[config.mk]
export PLATFORM = sky130hd
export DESIGN_NAME = btb_valid_bank
export DESIGN_NICKNAME = d
export VERILOG_FILES = /design/src/rtl/btb_valid_bank.sv
export SDC_FILE = /design/constraint.sdc
export NUM_CORES = 1
export LEC_CHECK = 0
export CAP_MARGIN = 10
export CELL_PAD_IN_SITES_DETAIL_PLACEMENT = 1
export CELL_PAD_IN_SITES_GLOBAL_PLACEMENT = 2
export CORE_ASPECT_RATIO = 0.6
export CORE_UTILIZATION = 35
export CTS_BUF_LIST = sky130_fd_sc_hd__clkbuf_8
export CTS_CLUSTER_SIZE = 40
export DETAILED_ROUTE_END_ITERATION = 16
export PLACE_DENSITY = 0.76
export SLEW_MARGIN = 5
export SYNTH_ARGS = -nofsm -noshare
export SYNTH_HDL_FRONTEND = slang
export SYNTH_SLANG_ARGS = --single-unit
export TNS_END_PERCENT = 5
[constraint.sdc]
create_clock -name clk -period 2.69 [get_ports clk]
set_clock_uncertainty 0.15 [all_clocks]
set_input_delay 0.538 -clock clk [delete_from_list [all_inputs] [get_ports clk]]
set_output_delay 0.538 -clock clk [all_outputs]
set_load 0.005 [all_outputs]
[src/rtl/btb_valid_bank.sv]
// Valid-bit bank for the BTB: per-way valid bits, per-set round-robin victim pointer,
// lookup/write/allocate ports and a flush sweep. Define BTB_VALID_FLASH_CLEAR_EN for a one-edge flush.
module btb_valid_bank #(
   parameter  int unsigned S_INDEX  = 4,
   parameter  int unsigned WAYS     = 2,
   localparam int unsigned W_BITS   = $clog2(WAYS),
   localparam int unsigned NUM_SETS = 2**S_INDEX
) (
   input  logic               clk,
   input  logic               rst,
   input  logic               i_rd_en,
   input  logic [S_INDEX-1:0] i_rd_addr,
   output logic [WAYS-1:0]    o_rd_valid,
   input  logic               i_wr_en,
   input  logic [S_INDEX-1:0] i_wr_addr,
   input  logic [W_BITS-1:0]  i_wr_way,
   input  logic               i_wr_valid,
   input  logic               i_alloc_en,
   input  logic [S_INDEX-1:0] i_alloc_addr,
   output logic [W_BITS-1:0]  o_alloc_way_c,
   output logic               o_alloc_ack_c,
   input  logic               i_flush_req,
   output logic               o_busy,
   output logic               o_flush_done
);

   typedef enum logic {ST_IDLE = 1'b0, ST_SWEEP = 1'b1} state_t;

   state_t              r_state;
   state_t              w_state_nxt;
   logic                r_busy;
   logic                r_flush_done;
   logic [WAYS-1:0]     r_rd_valid;
   logic [WAYS-1:0]     r_valid [NUM_SETS];
   logic [W_BITS-1:0]   r_ptr   [NUM_SETS];

   logic                w_sweep_last;
   logic                w_last_nxt;
   logic                w_wr_commit;
   logic [WAYS-1:0]     w_alloc_bits;
   logic                w_all_valid;
   logic [W_BITS-1:0]   w_free_way;
   logic [W_BITS-1:0]   w_alloc_way;
   logic                w_alloc_ack;
   logic [WAYS-1:0]     w_rd_bits;

`ifdef BTB_VALID_FLASH_CLEAR_EN
   assign w_sweep_last = 1'b1;
   assign w_last_nxt   = 1'b1;
`else
   localparam logic [S_INDEX-1:0] LAST = S_INDEX'(NUM_SETS - 1);

   logic [S_INDEX-1:0] r_cnt;
   logic [S_INDEX-1:0] w_cnt_nxt;

   // Counter parks at 0 while idle so the sweep always starts from set 0.
   assign w_cnt_nxt    = (r_state == ST_IDLE) ? '0 : r_cnt + S_INDEX'(1);
   assign w_sweep_last = (r_cnt == LAST);
   assign w_last_nxt   = (w_cnt_nxt == LAST);
`endif

   // Flush FSM next state.
   always_comb begin
      w_state_nxt = r_state;
      case (r_state)
         ST_IDLE:  if (i_flush_req)  w_state_nxt = ST_SWEEP;
         ST_SWEEP: if (w_sweep_last) w_state_nxt = ST_IDLE;
      endcase
   end

   // FSM state, busy and done registers.
   always_ff @(posedge clk) begin
      if (rst) begin
         r_state      <= ST_IDLE;
         r_busy       <= 1'b0;
         r_flush_done <= 1'b0;
`ifndef BTB_VALID_FLASH_CLEAR_EN
         r_cnt        <= '0;
`endif
      end else begin
         r_state      <= w_state_nxt;
         r_busy       <= (w_state_nxt == ST_SWEEP);
         r_flush_done <= (w_state_nxt == ST_SWEEP) && w_last_nxt;
`ifndef BTB_VALID_FLASH_CLEAR_EN
         r_cnt        <= w_cnt_nxt;
`endif
      end
   end

   // Victim choice: lowest invalid way, else the round-robin pointer.
   assign w_alloc_bits = r_valid[i_alloc_addr];
   assign w_all_valid  = &w_alloc_bits;

   always_comb begin
      w_free_way = '0;
      for (int i = WAYS - 1; i >= 0; i--) begin
         if (!w_alloc_bits[i]) w_free_way = W_BITS'(i);
      end
   end

   assign w_alloc_way = w_all_valid ? r_ptr[i_alloc_addr] : w_free_way;
   assign w_wr_commit = i_wr_en && !r_busy;
   assign w_alloc_ack = i_alloc_en && !r_busy && !(i_wr_en && (i_wr_addr == i_alloc_addr));

   // Write-first view of the looked-up set.
   always_comb begin
      w_rd_bits = r_valid[i_rd_addr];
      if (w_wr_commit && (i_wr_addr == i_rd_addr)) w_rd_bits[i_wr_way] = i_wr_valid;
      if (w_alloc_ack && (i_alloc_addr == i_rd_addr)) w_rd_bits[w_alloc_way] = 1'b1;
   end

   // Valid bits and victim pointers; the sweep only runs while writes are blocked.
   always_ff @(posedge clk) begin
      if (rst) begin
         r_valid <= '{default: '0};
         r_ptr   <= '{default: '0};
      end else begin
         if (w_wr_commit) r_valid[i_wr_addr][i_wr_way] <= i_wr_valid;
         if (w_alloc_ack) begin
            r_valid[i_alloc_addr][w_alloc_way] <= 1'b1;
            if (w_all_valid) r_ptr[i_alloc_addr] <= r_ptr[i_alloc_addr] + W_BITS'(1);
         end
         if (r_busy) begin
`ifdef BTB_VALID_FLASH_CLEAR_EN
            r_valid <= '{default: '0};
            r_ptr   <= '{default: '0};
`else
            r_valid[r_cnt] <= '0;
            r_ptr[r_cnt]   <= '0;
`endif
         end
      end
   end

   // Lookup register; a pending flush makes every set read as invalid.
   always_ff @(posedge clk) begin
      if (rst) begin
         r_rd_valid <= '0;
      end else if (i_rd_en) begin
         r_rd_valid <= r_busy ? '0 : w_rd_bits;
      end
   end

   assign o_rd_valid    = r_rd_valid;
   assign o_alloc_way_c = w_alloc_way;
   assign o_alloc_ack_c = w_alloc_ack;
   assign o_busy        = r_busy;
   assign o_flush_done  = r_flush_done;

endmodule

==> results of run 1 <==
## where the power goes
part | switching, W | internal, W | total [W] | leakage, nW
logic | 0.000209 | 0.000162 | 0.000371 | 1.29
registers | 0.0000153 | 0.000838 | 0.000853 | 0.454
clock network | 0.000319 | 0.000183 | 0.000502 | 0.0455
## worst min-delay path by stage
stage / start / end / slack (ps) / cells after the start
after floorplan: r_cnt[0] / r_cnt[0] / 310 / 1
after global placement: r_cnt[0] / r_cnt[0] / 340 / 1
after detailed placement: r_cnt[0] / r_cnt[0] / 350 / 1
after CTS: r_cnt[0] / r_cnt[0] / 380 / 1
after global routing: r_cnt[0] / r_cnt[0] / 410 / 1
final: r_cnt[0] / r_cnt[0] / 370 / 1
## logic make-up after synthesis
| kind of cell | count (synthesis) |
|---|---|
| AND/OR/NAND/NOR | 143 |
| AO/OA/AOI/OAI | 107 |
| flip-flops | 56 |
| multiplexers | 52 |
| buffers and inverters | 44 |
| XOR/XNOR | 14 |
| adder cells (fa/ha/maj) | 4 |
## state kept, by name, summed over array words and instances, names as in the netlist
register,count
o_rd_valid,2
o_flush_done,1
r_cnt,4
r_ptr,16
o_busy,1
r_valid,32
## area by class of cell
type,count,area (um2)
Clock buffer,5,68.8
Tap cell,139,174
Timing Repair Buffer,110,931
Fill cell,1233,5750
Sequential cell,56,1130
Inverter,8,32.5
Multi-Input combinational cell,320,2490
Clock inverter,3,20.0
## through the flow
stage	cell area, um2	total power (W)	setup TNS, ps	setup slack, ps
finish	4850	0.00173	-8.08	-8.08
global route	4850	0.00179	-63.3	-63.3
CTS	4840	0.00172	-16.0	-16.0
detailed placement	4720	0.00123	-23990	-931
global placement	4720	0.00122	-19900	-863
floorplan	3850	0.00105	-102	-102
## repair_timing
action,CTS,global route
pin swaps,3,1
setup buffers,1,1
hold buffers,0,0
gates resized for setup,34,0
setup endpoints to repair,52,1
## cells in the mapped netlist (10+ instances only)
library cell,instances
sky130_fd_sc_hd__nand3_1,18
sky130_fd_sc_hd__clkbuf_1,21
sky130_fd_sc_hd__nor2_1,27
sky130_fd_sc_hd__a21oi_1,12
sky130_fd_sc_hd__o22ai_1,25
sky130_fd_sc_hd__nand2b_1,13
sky130_fd_sc_hd__mux4_2,20
sky130_fd_sc_hd__nand2_1,42
sky130_fd_sc_hd__xnor2_1,13
sky130_fd_sc_hd__a41oi_1,10
sky130_fd_sc_hd__mux2i_1,32
sky130_fd_sc_hd__a311oi_1,16
sky130_fd_sc_hd__dfxtp_1,56
## metal layers
metal,up-vias,GRT usage
met4,0,0.0410
met1,1998,0.454
met3,9,0.126
met5,-,0
met2,212,0.401
li1,1769,-
==> flow_metrics.env, run 1 <==
export IMPL_yosysTopAreaCell="sky130_fd_sc_hd__dfxtp_1"
export IMPL_mappedNetlistNets=444
export IMPL_wl_met1_mm=7.72
export IMPL_grt_first_pass_wirelength_mm=24.8
export IMPL_route_final_wire_length_mm=16.5
export IMPL_diodes=0
export IMPL_floorplan_rows=29
export IMPL_max_slew_margin_rel=0.540
export IMPL_final_util=0.458
export IMPL_main_combinational_cell_family_by_area_after_synthesis="compound AO/OA/AOI/OAI gates"
export IMPL_grt_start_max_net_pins=30
export IMPL_route_met3_wl_mm=2.12
export IMPL_cts_inserted_buffers=5
export IMPL_path_clk_slew_ps=120
export IMPL_critical_path_top_delay_family="compound AO/OA/AOI/OAI gates"
export IMPL_final_hold_viol_count=0
export IMPL_worstPathMaxFanout=3
export IMPL_reg2reg_from="r_valid[30]"
export IMPL_clock_latency_late_sink_ps=330
export IMPL_critical_path_cell_chain="mux4_2, a22o_1, a221o_1, o21ai_4, inv_4, buf_6"
export IMPL_worstPathRequired_ps=2000
export IMPL_tightestPinTransition_ps=685
export IMPL_sort_of_element_at_the_start_of_the_critical_path="flop"
export IMPL_yosys_area_share_xor_xnor=0.0321
export IMPL_synth_flop_cell="sky130_fd_sc_hd__dfxtp_1"
export IMPL_cp_arrival_ps=2010
export IMPL_most_frequent_standard_cell_in_the_layout_excluding_fill_and_tap_cells="sky130_fd_sc_hd__buf_4"
export IMPL_synth_edff_count=0
export IMPL_synth_top_cells_by_area="sky130_fd_sc_hd__dfxtp_1, sky130_fd_sc_hd__mux4_2, sky130_fd_sc_hd__mux2i_1"
export IMPL_drt_iter0_drc=494
export IMPL_clock_tree_root_cell="sky130_fd_sc_hd__clkbuf_8"
export IMPL_status="finished with violations"
export IMPL_top_layer_used="met4"
export IMPL_vdd_ir_drop_max_v=0.000240
export IMPL_final_setup_worst_slack_ps=-8.08
export IMPL_synth_compound_gate_area_share=0.219
export IMPL_fin_crit_ps=2700
export IMPL_hold_class="reg2reg"
export IMPL_post_synth_cell_area_avg_um2=9.09
export IMPL_route_detailed_drc=0
export IMPL_synth_async_reset_ratio=0
export IMPL_nets=525
export IMPL_maxCapViolCount=0
export IMPL_routabilityCongestion=1.01
export IMPL_synthesis_instances=420
export IMPL_cts_num_sinks=56
export IMPL_min_period_over_period=1.00
export IMPL_grt_overflow_total=0
export IMPL_grt_pass1_vias=3963
export IMPL_initial_utilization=0.360
export IMPL_synth_largest_type_area_fraction=0.294
export IMPL_layoutNonFillerInstCount=641
export IMPL_post_synth_fa_ha_maj_area_fraction=0.0131
export IMPL_globalRouteTotalUtil=0.302
export IMPL_rr_worst_depth=9
export IMPL_top_level_ports=26
export IMPL_critical_path_endpoint="o_alloc_way_c"
export IMPL_areaGrowthSynthToFinish_pct=27.0
export IMPL_crit_path_max_incr_delay_ps=460
export IMPL_clock_tree_htree_level_count=2
export IMPL_num_vias=3988
export IMPL_die_height_um=82.9
export IMPL_max_freq_mhz=371
export IMPL_ys_seq_area_frac=0.294
export IMPL_holdWs_ps=373
export IMPL_crit_path_end_kind="output pin"
export IMPL_chipWidth_um=137
export IMPL_finalSetupViolCount=1
export IMPL_slew_viol_final=0
export IMPL_crit_type="reg2out"
export IMPL_reg2reg_to="r_ptr[7]"
export IMPL_synthesis_area_mm2=0.00382
export IMPL_crit_slowest_cell="sky130_fd_sc_hd__mux4_2"
export IMPL_synth_area_mux_share=0.202
export IMPL_power_per_cell_area_mw_per_mm2=356
export IMPL_detailed_place_hpwl_mm=13.2
export IMPL_design_core_area_mm2=0.0106
export IMPL_drive_above_1_share=0.281
export IMPL_vias_per_cell=6.22
export IMPL_numPortBuffers=25
export IMPL_ys_seq_elements=56
export IMPL_clock_tree_buffer_depth=2
export IMPL_setup_repair_after_global_routing_missed_its_margin="true"
export IMPL_dp_cells=631
export IMPL_power_static_leakage_nw=1.79
export IMPL_grt_antenna_before_repair=0
export IMPL_dr_wl_met2_mm=6.56
export IMPL_reg2reg_slack_ps=220
export IMPL_synthesis_yosys_warnings=0
export IMPL_path_buf_inv=2
export IMPL_post_synth_num_cell_types=50
export IMPL_mostFrequentLayoutCells="sky130_fd_sc_hd__buf_4, sky130_fd_sc_hd__dfxtp_1, sky130_fd_sc_hd__nand2_1, sky130_fd_sc_hd__mux2i_1, sky130_fd_sc_hd__nor2_1"
export IMPL_tritoncts="yes"
export IMPL_yosys_area_share_simple=0.187
export IMPL_die_area_mm2=0.0113
export IMPL_worst_path_stages=6
export IMPL_firstDrtPassIters=7
export IMPL_post_drt_wl_per_cell_um=25.7
export IMPL_failed_checks="negative setup slack"
export IMPL_worst_setup_path_startpoint="r_valid[30]"
export IMPL_drt_antenna_violating_nets=0
Power figures use the tool's default switching activity.
==> inputs of run 2 (changes only) <==
--- a/config.mk
+++ b/config.mk
@@ -5,15 +5,16 @@
 export SDC_FILE = /design/constraint.sdc
 export NUM_CORES = 1
 export LEC_CHECK = 0
+export ABC_AREA = 1
 export CAP_MARGIN = 10
 export CELL_PAD_IN_SITES_DETAIL_PLACEMENT = 1
 export CELL_PAD_IN_SITES_GLOBAL_PLACEMENT = 2
 export CORE_ASPECT_RATIO = 0.6
-export CORE_UTILIZATION = 35
+export CORE_UTILIZATION = 29
 export CTS_BUF_LIST = sky130_fd_sc_hd__clkbuf_8
 export CTS_CLUSTER_SIZE = 40
 export DETAILED_ROUTE_END_ITERATION = 16
-export PLACE_DENSITY = 0.76
+export PLACE_DENSITY = 0.74
 export SLEW_MARGIN = 5
 export SYNTH_ARGS = -nofsm -noshare
 export SYNTH_HDL_FRONTEND = slang
==> flow_metrics.env, run 2 <==
export IMPL_min_period_over_period=0.974
export IMPL_status="finished clean"
export IMPL_synth_top_cells_by_area="sky130_fd_sc_hd__dfxtp_1, sky130_fd_sc_hd__nand2_1, sky130_fd_sc_hd__nor2_1"
export IMPL_reg2reg_slack_ps=600
export IMPL_crit_path_end_kind="output pin"
export IMPL_registers_top_by_ff_count="r_valid"
export IMPL_firstDrtPassIters=5
export IMPL_reg2reg_from="o_busy"
export IMPL_areaGrowthSynthToFinish_pct=23.5
export IMPL_drive_above_1_share=0.142
export IMPL_dp_cells=947
export IMPL_hold_path_endpoint="o_rd_valid[1]"
export IMPL_fin_crit_ps=2620
export IMPL_cp_arrival_ps=1930
export IMPL_globalRouteTotalUtil=0.246
export IMPL_grt_start_max_net_pins=21
export IMPL_grt_antenna_before_repair=0
export IMPL_hold_path_startpoint="o_rd_valid[1]"
export IMPL_cts_num_sinks=56
export IMPL_max_slew_margin_rel=0.496
export IMPL_path_clk_slew_ps=110
export IMPL_grt_overflow_total=0
export IMPL_clock_tree_root_cell="sky130_fd_sc_hd__clkbuf_8"
export IMPL_drt_iter0_drc=301
export IMPL_tritoncts="yes"
export IMPL_finalSetupViolCount=0
export IMPL_grt_first_pass_wirelength_mm=26.7
export IMPL_top_level_ports=26
export IMPL_post_drt_wl_per_cell_um=18.1
export IMPL_synthesis_area_mm2=0.00411
export IMPL_floorplan_rows=33
export IMPL_nets=792
export IMPL_tightestPinTransition_ps=748
export IMPL_maxCapViolCount=0
export IMPL_vdd_ir_drop_max_v=0.000189
export IMPL_synth_flop_cell="sky130_fd_sc_hd__dfxtp_1"
export IMPL_cts_inserted_buffers=5
export IMPL_yosysTopAreaCell="sky130_fd_sc_hd__dfxtp_1"
export IMPL_design_core_area_mm2=0.0137
export IMPL_worstPathMaxFanout=9
export IMPL_hold_class="reg2reg"
export IMPL_grt_pass1_vias=4621
export IMPL_max_freq_mhz=382
export IMPL_route_detailed_drc=0
export IMPL_power_static_leakage_nw=2.18
export IMPL_synth_common_cells="sky130_fd_sc_hd__nand2_1, sky130_fd_sc_hd__nor2_1, sky130_fd_sc_hd__inv_1"
export IMPL_sort_of_element_at_the_start_of_the_critical_path="primary input"
export IMPL_routabilityCongestion=0.880
export IMPL_synth_edff_count=0
export IMPL_reg2reg_to="r_ptr[0]"
export IMPL_vias_per_cell=4.89
export IMPL_final_hold_viol_count=0
export IMPL_initial_utilization=0.299
export IMPL_post_synth_cell_area_avg_um2=5.86
export IMPL_whs_path_depth=2
export IMPL_post_layout_total_power_w=0.00174
export IMPL_final_setup_worst_slack_ps=70.4
export IMPL_most_frequent_standard_cell_in_the_layout_excluding_fill_and_tap_cells="sky130_fd_sc_hd__nand2_1"
export IMPL_diodes=0
export IMPL_top_regs="r_valid x32, r_ptr x16, r_cnt x4"
export IMPL_slew_viol_final=0
export IMPL_ys_seq_elements=56
export IMPL_clock_tree_buffer_depth=2
export IMPL_drt_antenna_violating_nets=0
export IMPL_detailed_place_hpwl_mm=13.8
export IMPL_numPortBuffers=25
export IMPL_finalSetupTns_ps=0
export IMPL_num_vias=4696
export IMPL_layoutNonFillerInstCount=960
export IMPL_die_area_mm2=0.0147
export IMPL_route_final_wire_length_mm=17.4
export IMPL_crit_type="in2out"
export IMPL_mappedNetlistNets=725
export IMPL_clock_tree_htree_level_count=2
export IMPL_hold_buffer_count_at_cts=0
export IMPL_mostFrequentLayoutCells="sky130_fd_sc_hd__nand2_1, sky130_fd_sc_hd__nor2_1, sky130_fd_sc_hd__inv_1, sky130_fd_sc_hd__o21ai_0, sky130_fd_sc_hd__dfxtp_1"
export IMPL_rr_worst_depth=11
export IMPL_yosys_cell_count_top_type="sky130_fd_sc_hd__nand2_1"
export IMPL_synth_largest_type_area_fraction=0.273
export IMPL_die_height_um=94.2
export IMPL_largest_register_ff_count=32
export IMPL_post_synth_num_cell_types=35
export IMPL_synthesis_instances=701
export IMPL_placement_setup_slack_ps=-549
export IMPL_synthesis_yosys_warnings=0
export IMPL_worstPathRequired_ps=2000
export IMPL_ys_seq_area_frac=0.273
export IMPL_clock_latency_late_sink_ps=340
export IMPL_synth_async_reset_ratio=0
export IMPL_power_per_cell_area_mw_per_mm2=344
export IMPL_chipWidth_um=156
run 2: cell types whose count changed in the layout (fill, tap and decap cells not counted), sizes merged, moves of 13 or more:
cell / change
a21oi: +21
nor2: +86
buf: -27
o21ai: +57
nand2: +196
mux2i: -32
nand3: +19
mux4: -20
inv: +67
o22ai: -33
a311oi: -16
nand2b: -13
run 2: final cells by class:
cell class | count | area (um2)
Fill cell | 1868 | 8680
Multi-Input combinational cell | 542 | 2500
Sequential cell | 56 | 1120
Timing Repair Buffer | 87 | 816
Inverter | 76 | 314
Tap cell | 192 | 240
Clock buffer | 5 | 68.8
Clock inverter | 2 | 12.5
run 2: power by group:
group	switching [W]	internal, W	leakage (nW)
sequential	0.0000108	0.000839	0.452
combinational	0.000241	0.000153	1.68
clock	0.000322	0.000178	0.0400
total	0.000574	0.00117	2.18
run 2: per-layer routing:
layer	share of wire	global-route usage	wire, um
met1	0.54	0.366	9380
met2	0.42	0.375	7310
met3	0.035	0.0424	602
met4	0.0035	0.0270	60
met5	0	0	0
run 2: what timing repair did:
| action | 4_1_cts | 5_1_grt |
|---|---|---|
| setup buffers | 3 | 2 |
| setup endpoints to repair | 2 | 1 |
| resized for setup | 18 | 10 |
| gates cloned | 1 | 1 |
| pin swaps | 7 | 7 |
run 2: kinds of logic after synthesis:
| logic type | after synthesis | synth area share |
|---|---|---|
| xor gates and xnor gates | 9 | 0.0192 |
| DFF | 56 | 0.273 |
| buffers and inverters | 103 | 0.122 |
| adders and majority gates | 4 | 0.0122 |
| AOI/OAI and AO/OA | 112 | 0.147 |
| and+or+nand+nor | 417 | 0.427 |
run 2: critical path, stage by stage:
cell and delay (ps):
sky130_fd_sc_hd__clkbuf_4 150, sky130_fd_sc_hd__bufbuf_16 290, sky130_fd_sc_hd__nor2_4 180, sky130_fd_sc_hd__nand2_1 70, sky130_fd_sc_hd__nand4_1 80, sky130_fd_sc_hd__nand2_1 60
sky130_fd_sc_hd__nand2_1 60, sky130_fd_sc_hd__inv_1 40, sky130_fd_sc_hd__nand2_2 90, sky130_fd_sc_hd__nand2_4 90, sky130_fd_sc_hd__inv_6 50, sky130_fd_sc_hd__dlygate4sd2_1 220
run 2: worst max path at each step:
stage	startpoint	endpoint	slack, ps
5_1_grt	i_alloc_addr[0]	o_alloc_way_c	-5
6_report	i_alloc_addr[0]	o_alloc_way_c	70
4_1_cts	i_alloc_addr[2]	o_alloc_way_c	50
3_3_place_gp	i_alloc_addr[0]	o_alloc_way_c	-510
2_1_floorplan	i_alloc_addr[1]	o_alloc_way_c	380
3_5_place_dp	i_alloc_addr[0]	o_alloc_way_c	-550
run 2: per-stage QoR:
step                cell area, um2  hold slack (ps)   util
finish                        5070              322  0.369
global route                  5070              350  0.369
CTS                           5030              324  0.366
detailed placement            4890              307  0.356
global placement              4890              305  0.356
floorplan                     4110              294      -
